**config.mk**
```make
export PLATFORM = sky130hd
export DESIGN_NAME = pdu_run_ctrl
export DESIGN_NICKNAME = d
export VERILOG_FILES = /design/src/rtl/pdu_pkg.sv /design/src/rtl/btn_pulse.sv /design/src/rtl/pdu_run_ctrl.sv
export SDC_FILE = /design/constraint.sdc
export NUM_CORES = 1
export LEC_CHECK = 0
export BUFFER_PORTS_ARGS = -buffer_cell sky130_fd_sc_hd__buf_2
export CAP_MARGIN = 10
export CORE_MARGIN = 5
export CORE_UTILIZATION = 40
export DETAILED_ROUTE_END_ITERATION = 16
export SYNTH_ARGS = -nofsm -noshare
export SYNTH_HDL_FRONTEND = slang
export SYNTH_SLANG_ARGS = --single-unit
```
**constraint.sdc**
```tcl
create_clock -name clk -period 2.8 [get_ports clk]
set_input_delay 0.42 -clock clk [delete_from_list [all_inputs] [get_ports clk]]
set_output_delay 0.42 -clock clk [all_outputs]
set_load 0.01 [all_outputs]
```
**src/rtl/pdu_pkg.sv**
```systemverilog
// rtl/pdu_pkg.sv - shared halt-cause codes, FSM states and sizing helper for the run-control path
package pdu_pkg;

  typedef enum logic [1:0] {
    IDLE = 2'd0,
    RUN  = 2'd1,
    STEP = 2'd2,
    HALT = 2'd3
  } state_e;

  localparam logic [1:0] HC_NONE   = 2'd0;
  localparam logic [1:0] HC_BP     = 2'd1;
  localparam logic [1:0] HC_STOP   = 2'd2;
  localparam logic [1:0] HC_BUDGET = 2'd3;

  // Index width with a floor of one bit so a single-breakpoint build still has a port.
  function automatic int idx_w(input int n);
    return (n > 1) ? $clog2(n) : 1;
  endfunction

endpackage

```
**src/rtl/btn_pulse.sv**
```systemverilog
// rtl/btn_pulse.sv - button debouncer producing a one-cycle pulse on each accepted press
module btn_pulse #(
  parameter int DEBOUNCE_CYCLES = 1_000_000
) (
  input  logic clk,
  input  logic rst,
  input  logic btn_raw,
  output logic pulse
);

  localparam int CW = (DEBOUNCE_CYCLES > 1) ? $clog2(DEBOUNCE_CYCLES) : 1;
  localparam logic [CW-1:0] LAST = CW'(DEBOUNCE_CYCLES - 1);

  logic [CW-1:0] cnt_q, cnt_d;
  logic          stable_q, stable_d;
  logic          pulse_q, pulse_d;

  // The counter only advances while raw disagrees with the stable value, so any
  // bounce back to the stable level restarts the qualification window.
  always_comb begin
    cnt_d    = cnt_q;
    stable_d = stable_q;
    if (btn_raw == stable_q) begin
      cnt_d = '0;
    end else if (cnt_q == LAST) begin
      cnt_d    = '0;
      stable_d = btn_raw;
    end else begin
      cnt_d = cnt_q + CW'(1);
    end
    pulse_d = stable_d && !stable_q;
  end

  always_ff @(posedge clk) begin
    if (rst) begin
      cnt_q    <= '0;
      stable_q <= 1'b0;
      pulse_q  <= 1'b0;
    end else begin
      cnt_q    <= cnt_d;
      stable_q <= stable_d;
      pulse_q  <= pulse_d;
    end
  end

  assign pulse = pulse_q;

endmodule

```
**src/rtl/pdu_run_ctrl.sv**
```systemverilog
// rtl/pdu_run_ctrl.sv - PDU run/stop controller with breakpoints, single-step and cycle budget
module pdu_run_ctrl
  import pdu_pkg::*;
#(
  parameter int XLEN            = 32,
  parameter int N_BP            = 4,
  parameter int DEBOUNCE_CYCLES = 1_000_000,
  parameter int CNT_W           = 32
) (
  input  logic                    clk,
  input  logic                    rst,
  input  logic                    btn_run,
  input  logic                    btn_stop,
  input  logic                    step_mode,
  input  logic                    bp_we,
  input  logic [idx_w(N_BP)-1:0]  bp_idx,
  input  logic [XLEN-1:0]         bp_wdata,
  input  logic                    bp_wvalid,
  input  logic [CNT_W-1:0]        run_budget,
  input  logic                    clr_cnt,
  input  logic [XLEN-1:0]         chk_if_pc,
  output logic                    cpu_en,
  output logic                    cpu_stop,
  output logic [1:0]              halt_cause,
  output logic [idx_w(N_BP)-1:0]  hit_idx,
  output logic [CNT_W-1:0]        run_cycles
);

  localparam int IW = idx_w(N_BP);

  logic run_p;
  logic stop_p;

  btn_pulse #(.DEBOUNCE_CYCLES(DEBOUNCE_CYCLES)) u_run_btn (
    .clk     (clk),
    .rst     (rst),
    .btn_raw (btn_run),
    .pulse   (run_p)
  );

  btn_pulse #(.DEBOUNCE_CYCLES(DEBOUNCE_CYCLES)) u_stop_btn (
    .clk     (clk),
    .rst     (rst),
    .btn_raw (btn_stop),
    .pulse   (stop_p)
  );

  state_e            state_q, state_d;
  logic              cpu_en_q, cpu_en_d;
  logic [1:0]        cause_q, cause_d;
  logic [IW-1:0]     hit_idx_q, hit_idx_d;
  logic              skip_q, skip_d;
  logic [CNT_W-1:0]  bcnt_q, bcnt_d;
  logic [CNT_W-1:0]  run_cycles_q, run_cycles_d;
  logic [XLEN-1:0]   bp_addr_q [N_BP];
  logic [XLEN-1:0]   bp_addr_d [N_BP];
  logic [N_BP-1:0]   bp_valid_q, bp_valid_d;

  logic [N_BP-1:0]   match;
  logic              hit;
  logic [IW-1:0]     hit_lo;
  logic              budget_hit;

  // Scan downward so the lowest matching index is the one left standing.
  always_comb begin
    match  = '0;
    hit_lo = '0;
    for (int i = 0; i < N_BP; i++) begin
      match[i] = bp_valid_q[i] && (chk_if_pc == bp_addr_q[i]);
    end
    for (int i = N_BP - 1; i >= 0; i--) begin
      if (match[i]) hit_lo = IW'(i);
    end
    hit        = (|match) && !skip_q;
    budget_hit = (run_budget != '0) && (bcnt_q == run_budget - CNT_W'(1));
  end

  always_comb begin
    bp_addr_d  = bp_addr_q;
    bp_valid_d = bp_valid_q;
    if (bp_we && (32'(bp_idx) < 32'(N_BP))) begin
      bp_addr_d[bp_idx]  = bp_wdata;
      bp_valid_d[bp_idx] = bp_wvalid;
    end
  end

  always_comb begin
    state_d   = state_q;
    cause_d   = cause_q;
    hit_idx_d = hit_idx_q;
    skip_d    = skip_q;
    bcnt_d    = bcnt_q;
    case (state_q)
      IDLE, HALT: begin
        if (run_p) begin
          state_d   = step_mode ? STEP : RUN;
          cause_d   = HC_NONE;
          hit_idx_d = '0;
          bcnt_d    = '0;
          skip_d    = 1'b1;
        end
      end
      STEP: begin
        state_d = HALT;
        cause_d = HC_NONE;
        skip_d  = 1'b0;
      end
      RUN: begin
        skip_d = 1'b0;
        bcnt_d = bcnt_q + CNT_W'(1);
        if (stop_p) begin
          state_d = HALT;
          cause_d = HC_STOP;
        end else if (hit) begin
          state_d   = HALT;
          cause_d   = HC_BP;
          hit_idx_d = hit_lo;
        end else if (budget_hit) begin
          state_d = HALT;
          cause_d = HC_BUDGET;
        end
      end
      default: state_d = IDLE;
    endcase
    cpu_en_d = (state_d == RUN) || (state_d == STEP);
  end

  always_comb begin
    run_cycles_d = run_cycles_q;
    if (clr_cnt) begin
      run_cycles_d = '0;
    end else if (cpu_en_q && (run_cycles_q != '1)) begin
      run_cycles_d = run_cycles_q + CNT_W'(1);
    end
  end

  always_ff @(posedge clk) begin
    if (rst) begin
      state_q      <= IDLE;
      cpu_en_q     <= 1'b0;
      cause_q      <= HC_NONE;
      hit_idx_q    <= '0;
      skip_q       <= 1'b0;
      bcnt_q       <= '0;
      run_cycles_q <= '0;
      bp_valid_q   <= '0;
      for (int i = 0; i < N_BP; i++) bp_addr_q[i] <= '0;
    end else begin
      state_q      <= state_d;
      cpu_en_q     <= cpu_en_d;
      cause_q      <= cause_d;
      hit_idx_q    <= hit_idx_d;
      skip_q       <= skip_d;
      bcnt_q       <= bcnt_d;
      run_cycles_q <= run_cycles_d;
      bp_valid_q   <= bp_valid_d;
      for (int i = 0; i < N_BP; i++) bp_addr_q[i] <= bp_addr_d[i];
    end
  end

  assign cpu_en     = cpu_en_q;
  assign cpu_stop   = !cpu_en_q;
  assign halt_cause = cause_q;
  assign hit_idx    = hit_idx_q;
  assign run_cycles = run_cycles_q;

endmodule
```
==> results.md, run 1 <==
- Layout cells sized above 1: 0.1745
- First-pass GRT wire length: roughly 55 mm
- Synth Flop Type: dfxtp_1
- Clock Latency Late Sink: between 0.5 and 0.6 ns
- Starting Density: 0.4028
- Largest family of logic cells by synthesized area: simple AND/OR/NAND/NOR gates
- Avg Synthesized Cell Area: 8.000 sq um
- Initial antenna violation count: 2
- Data arrival, critical path: around 3 ns
- Port Buffers: 143
- Clock sink total: 248
- Largest net degree at the start of global routing: 143
- Top post-synthesis cells by count: nand2_1 (307), dfxtp_1 (248), xor2_1 (182)
- Worst Hold Class: in2reg
- Gp weighted congestion: slightly below 0.9
- Count of state elements after synthesis: 248
- Fmax: around 380 MHz
- Total negative setup slack: 0 ns
- DRT Pass-1 Iters: 5
- Final Hold Fails: 0
- Period utilization: 0.9282
- CTS Hold Bufs: 0
- Cts repair resizes: 0
- Adder-cell share of the synthesized area: 0.007146
- Crit path max-delay family: simple AND/OR/NAND/NOR gates
- RSZ-0062 raised after global routing: false
- Post-synth ARST share: 0
- Slew of the pin with the lowest slew margin: 0.9036 ns
- Global Route Usage Sum: 0.1987
- Drt total wl: 34.89 mm
- Full die area: 34240 sq um
- Sequential fraction of the synthesis area: 0.4051
- Die width: 185.1 um
- Worst Setup Start Kind: primary input
- Critical path cell sequence: buf_2 > or3_1 > or4_1 > or4_1 > xnor2_1 > nor3_1 > nor3_1 > and4bb_4 > o41ai_2 > a21oi_1
- WHS: ~0.14 ns
- Core Region: 30430 sq um
- Hpwl dp: 25.07 mm
- Setup Skew: roughly 0.015 ns
- Gate Count Post-Synth: 1532
- Num ports: 144
- Post-CTS Setup Inserts: 0
- Antenna-violating nets left: 0
- Pwr Total: 9.145 mW
- Post-synth EDFFs: 0
- Synth area leaders: dfxtp_1 (41%), xor2_1 (13%), nand2_1 (9.4%)
- Synth Area in Compound Gates: 0.1018
- Final setup fails: 0
- Fillers: 2955
- Distinct cells, synth: 62
- Crit-path max FO: 4
- Aggregate global routing overflow: 0
- CP max stage cell: or4_1
- Synthesis-to-finish area growth: 21.93%
- Cell Rows: 64
- Number of global-route vias before repair: 10.44k
- Crit path depth: 10
- Via count: 10.98k
- Most common cell in the netlist: nand2_1
- CP bufs+invs: 1
- Clock root cell: clkbuf_16
- Synth area leader: dfxtp_1
- H-tree levels: 1
- Slew margin rel.: 0.3976
- Final instance area: 14940 sq um
- Simple-gate share of the synthesized area: 0.2685
- Register-to-Register Path Depth: 10
- Die Span Y: between 150 and 200 um
- Net count, final: 1820
- Min-Delay Path Depth: 3
- Ys Warns: 0
- Min Tclk post-route: 2.599 ns
- Synth top area share: 0.4051
- TritonCTS clock tree: built
- Worst-path clk slew: 0.06 ns
- CTS buffer count: 30
- DR iter-0 viols: about 670
- Post-route DRC violation count: 0
- Kind of critical path: in2reg
- Status: finished clean
- XOR/XNOR Fraction of Synth Area: 0.1708
- WP data required: approximately 3.2 ns
- Mux cell area share after synthesis: 0.01501
- Power Density: 612.0 nW/um^2
- Cell area after synthesis: 12260 sq um
- Clock tree buffer depth: 3
- Final Max Slew Viols: 0
- Syn nets: 1645
- CP endpoint kind: register
- Max stage delay on crit path: 0.55 ns
- DR WL/cell: ~16 um
- Placed Area: 13770 sq um
- Max VDD drop: 498.8 uV
- DR vias/cell: 5.158
- # Max-Cap Violations: 0
- Lkg Pwr: 5.940 nW
==> power by group <==
group          internal [mW]  leakage [nW]  switching [mW]  total [mW]
Combinational          0.439          3.37           0.626        1.07
Sequential              3.62          2.01          0.0771        3.70
Clock                   2.82         0.564            1.56        4.38
Total                   6.88          5.94            2.26        9.15
==> path summary, 6_finish.rpt <==
kind                                        from                             end  slack, ns
setup / recovery                  run_budget[22]           state_q[1]$_SDFF_PP0_       0.20
hold / removal                       bp_wdata[9]      bp_addr_q[73]$_SDFFE_PP0P_       0.14
setup reg to reg      bp_addr_q[43]$_SDFFE_PP0P_         hit_idx[0]$_SDFFE_PP0P_       0.21
hold reg to reg   u_stop_btn.cnt_q[0]$_SDFF_PP0_  u_stop_btn.cnt_q[0]$_SDFF_PP0_       0.46
==> per-stage QoR <==
stage,worst slack [ns],cells,util
finish,0.2011,2129,0.4911
floorplan,-0.1156,1532,-
CTS,0.1234,2127,0.4903
global placement,-0.3121,2071,0.4526
global route,0.008946,2129,0.4911
detailed placement,-0.3409,2071,0.4526
==> cell families (layout without fill, tap and decap cells) <==
group | after synthesis | after routing
adders and majority gates | 7 | 7
other | 0 | 2
DFF | 248 | 248
xor gates and xnor gates | 239 | 239
and+or+nand+nor | 690 | 690
AOI/OAI and AO/OA | 230 | 230
buffers and inverters | 100 | 299
muxes | 18 | 18
==> metal layers <==
| metal | share of wire | up-vias | track usage |
|---|---|---|---|
| met5 | 0 | - | 0 |
| met1 | 0.44 | 5131 | 0.2652 |
| li1 | - | 5538 | - |
| met3 | 0.056 | 47 | 0.02867 |
| met4 | 0.023 | 0 | 0.05197 |
| met2 | 0.48 | 266 | 0.3386 |
==> area by class of cell <==
type | instances | area (sq um) | area share
Antenna cell | 2 | 5.005 | 0.0003349
Clock buffer | 38 | 862.1 | 0.05769
Clock inverter | 18 | 285.3 | 0.01909
Multi-Input combinational cell | 1184 | 6929 | 0.4637
Sequential cell | 248 | 4965 | 0.3322
Tap cell | 396 | 495.5 | 0.03315
Inverter | 21 | 78.83 | 0.005275
Timing Repair Buffer | 222 | 1324 | 0.08858
==> worst register-to-register path: cells and delay by family, from the launching register on <==
kind | cells | cell delay, ns
flops | 1 | 0.32
compound gates | 2 | 0.31
xor+xnor | 1 | 0.17
mux | 1 | 0.21
buf+inv | 1 | 0.19
simple gates | 5 | 1.25
==> layout by cell type, fill, tap and decap left out, types with 14 or more instances in the layout <==
master	Yosys	final
xnor2_1	57	57
nor4_1	39	38
and3_1	27	27
xor2_1	182	182
buf_2	5	142
dfxtp_1	248	248
o21ai_0	33	33
nand4_1	32	32
buf_4	0	79
or3_1	31	31
nor2b_1	14	14
nor2_1	109	108
nor3_1	21	20
clkbuf_16	0	31
nand3_1	56	56
a21oi_1	165	165
inv_1	21	21
nand2_1	307	307
mux2i_1	15	15
==> state kept, by name, indices dropped and copies added (netlist names), 2 cells and up <==
register          flops
u_run_btn.cnt_q      20
bp_addr_q           128
hit_idx               2
bp_valid_q            4
run_cycles           32
state_q               2
bcnt_q               32
u_stop_btn.cnt_q     20
halt_cause            2
No activity file was read; power rests on OpenSTA's default activity.
==> run 2: changes to the inputs <==
==> constraint.sdc (replaced) <==
create_clock -name clk -period 2.85 [get_ports clk]
set_input_delay 0.4275 -clock clk [delete_from_list [all_inputs] [get_ports clk]]
set_output_delay 0.4275 -clock clk [all_outputs]
set_load 0.01 [all_outputs]
==> run 2 against run 1 <==
Clock power fell by 19%. Critical path depth fell by 1. Global-route usage shrank 0.10 points. Die area did not move. First-iteration DRC count shrank 8.8%. Clock skew decreased by 0.0073 ns. Non-clock buffer count fell by 12. Core utilization decreased by 1.2 points. Cell count shrank 0.89%. Sequential share of layout area grew 0.83 points. Final area shrank 2.4%. Sequential power decreased by 2%. Critical endpoint is now bcnt_q[31]$_SDFFE_PP0P_. Highest routed layer unchanged.
==> results.md, run 2 (same netlist as run 1, synthesis figures left out) <==
- Status: finished clean
- Crit path max-delay family: simple AND/OR/NAND/NOR gates
- Crit-path max FO: 5 (+1)
- Drt total wl: 34.84 mm (-0.15%)
- Register area: 4965 sq um (unchanged)
- Aggregate global routing overflow: 0 (unchanged)
- Area of the multi-input gates: 6910 sq um (-0.27%)
- Die width: 185.1 um (unchanged)
- Port Buffers: 143 (unchanged)
- H-tree levels: 1 (unchanged)
- CP endpoint kind: register
- First-pass GRT wire length: 55.01 mm (-0.70%)
- Min setup slack post-route: 0.2142 ns (+0.01313 ns)
- Slew margin rel.: 0.3888 (-0.008813)
- Number of global-route vias before repair: 10.36k (-0.74%)
- RSZ-0062 raised after global routing: false
- Layout cells sized above 1: 0.1589 (-0.01559)
- Clock Latency Late Sink: 0.53 ns (-0.02 ns)
- Clock root cell: clkbuf_16
- Placed Area: 13670 sq um (-0.74%)
- Post-Layout Cell Count: 2110 (-0.89%)
- Starting Density: 0.4028 (unchanged)
- Final instance area: 14580 sq um (-2.4%)
- Largest net degree at the start of global routing: 74 (-48%)
- DR vias/cell: 5.203 (+0.87%)
- Period utilization: 0.9248
- # Max-Cap Violations: 0 (unchanged)
- Pwr Total: 8.222 mW (-10%)
- DR WL/cell: 16.51 um (+0.75%)
- Cell Rows: 64 (unchanged)
- Final Max Slew Viols: 0 (unchanged)
- Final Hold Fails: 0 (unchanged)
- Worst Hold Class: in2reg
- Top reg by flops: bp_addr_q
- Hpwl dp: 25.01 mm (-0.23%)
- Final setup fails: 0 (unchanged)
- Fmax: 379.4 MHz
- Full die area: 34240 sq um (unchanged)
- Kind of critical path: reg2reg
- Max VDD drop: 439.5 uV (-12%)
- CTS buffer count: 29 (-3.3%)
- DP Cell Count: 2059 (-0.58%)
- WP data required: 3.32 ns (+0.12 ns)
- Max stage delay on crit path: 0.39 ns (-0.16 ns)
- Max reg flops: 128 (unchanged)
- CTS Hold Bufs: 0 (unchanged)
- Post-CTS Setup Inserts: 0 (unchanged)
- Most common cell after layout, fill and taps aside: nand2_1
- Net count, final: 1807 (-0.71%)
- Lkg Pwr: 5.749 nW (-3.2%)
- Power Density: 564.0 nW/um^2 (-7.8%)
- CP bufs+invs: 1 (unchanged)
- Worst-path clk slew: 0.06 ns (about the same)
- TritonCTS clock tree: built
- DRT Pass-1 Iters: 5 (unchanged)
- Total negative setup slack: 0 ns (unchanged)
- Place WS: -0.2675 ns (+0.07336 ns)
- Clock tree buffer depth: 3 (unchanged)
- Critical path cell sequence: inv_1 > ha_1 > mux2i_1 > nand4b_1 > nor4_1 > nand4_1 > or2_1 > or3_1 > a21oi_1
- Min Tclk post-route: roughly 2.6 ns
- Die Span Y: 185.1 um (unchanged)
- CP max stage cell: dfxtp_1
- Worst Setup Start Kind: register
- Clock sink total: 248 (unchanged)
- Slew of the pin with the lowest slew margin: 0.9168 ns (+0.01322 ns)
- Synthesis-to-finish area growth: 18.95%
- Data arrival, critical path: 3.10 ns (+0.11 ns)
- Most frequent cells in the layout: nand2_1 (307), dfxtp_1 (248), xor2_1 (182)
- Gp weighted congestion: 0.8855 (-0.37%)
- Final core occ: 0.4791 (-0.01201)
- Post-route DRC violation count: 0 (unchanged)
- Core Region: 30430 sq um (unchanged)
- Cts repair resizes: 0 (unchanged)
- DR iter-0 viols: 613 (-8.8%)
- Antenna-violating nets left: 0 (unchanged)
- Global Route Usage Sum: 0.1977 (-0.001006)
- Via count: 10.98k (-0.027%)
- WHS: 0.1666 ns (+0.02431 ns)
- Initial antenna violation count: 2 (unchanged)
- Num ports: 144 (unchanged)
- Setup Skew: 0.007628 ns (-0.007307 ns)
- Fillers: 3041 (+2.9%)
run 2: changes by cell type in the layout (fill, tap and decap cells not counted), sizes merged:
cell / before / now
clkinvlp: 2 / 1
clkinv: 8 / 2
bufinv: 7 / 1
clkbuf: 38 / 45
inv: 22 / 21
buf: 222 / 210
run 2: path summary, 6_finish.rpt:
path                                    from                    endpoint  slack, ns  depth (start not counted)
setup / recovery       state_q[0]$_SDFF_PP0_     bcnt_q[31]$_SDFFE_PP0P_       0.21                          9
hold reg to reg   bp_valid_q[0]$_SDFFE_PP0P_  bp_valid_q[0]$_SDFFE_PP0P_       0.46                          2
setup reg to reg       state_q[0]$_SDFF_PP0_     bcnt_q[31]$_SDFFE_PP0P_       0.21                          9
hold / removal                   bp_wdata[6]  bp_addr_q[70]$_SDFFE_PP0P_       0.17                          3
run 2: report_power, final:
group / switching, mW / internal [mW] / leakage (nW)
combinational: 0.618 / 0.418 / 3.30
clock: 1.43 / 2.13 / 0.440
sequential: 0.0754 / 3.56 / 2.01
total: 2.12 / 6.10 / 5.75
run 2: worst reg2reg max path, delay by kind of cell, from the launching register on:
kind | cells | cell delay, ns
buffers and inverters | 1 | 0.06
flip-flops | 1 | 0.39
AND/OR/NAND/NOR | 5 | 1.49
multiplexers | 1 | 0.17
AO/OA/AOI/OAI | 1 | 0.14
adder cells (fa/ha/maj) | 1 | 0.31
run 2: area by class of cell:
type,count,share of cell area
diodes,2,0.0003433
clock buffers,45,0.05870
clock inverters,4,0.003261
inverters,21,0.005407
multi-input cells,1184,0.4740
flip-flops and latches,248,0.3405
well taps,396,0.03399
repair buffers,210,0.08376
run 2: metal layers:
layer  GRT usage  up-vias  part of all wire
li1            -     5506                 -
met1      0.2642     5145              0.45
met2      0.3338      278              0.48
met3     0.02690       50             0.050
met4     0.05960        0             0.027
met5           0        -                 0
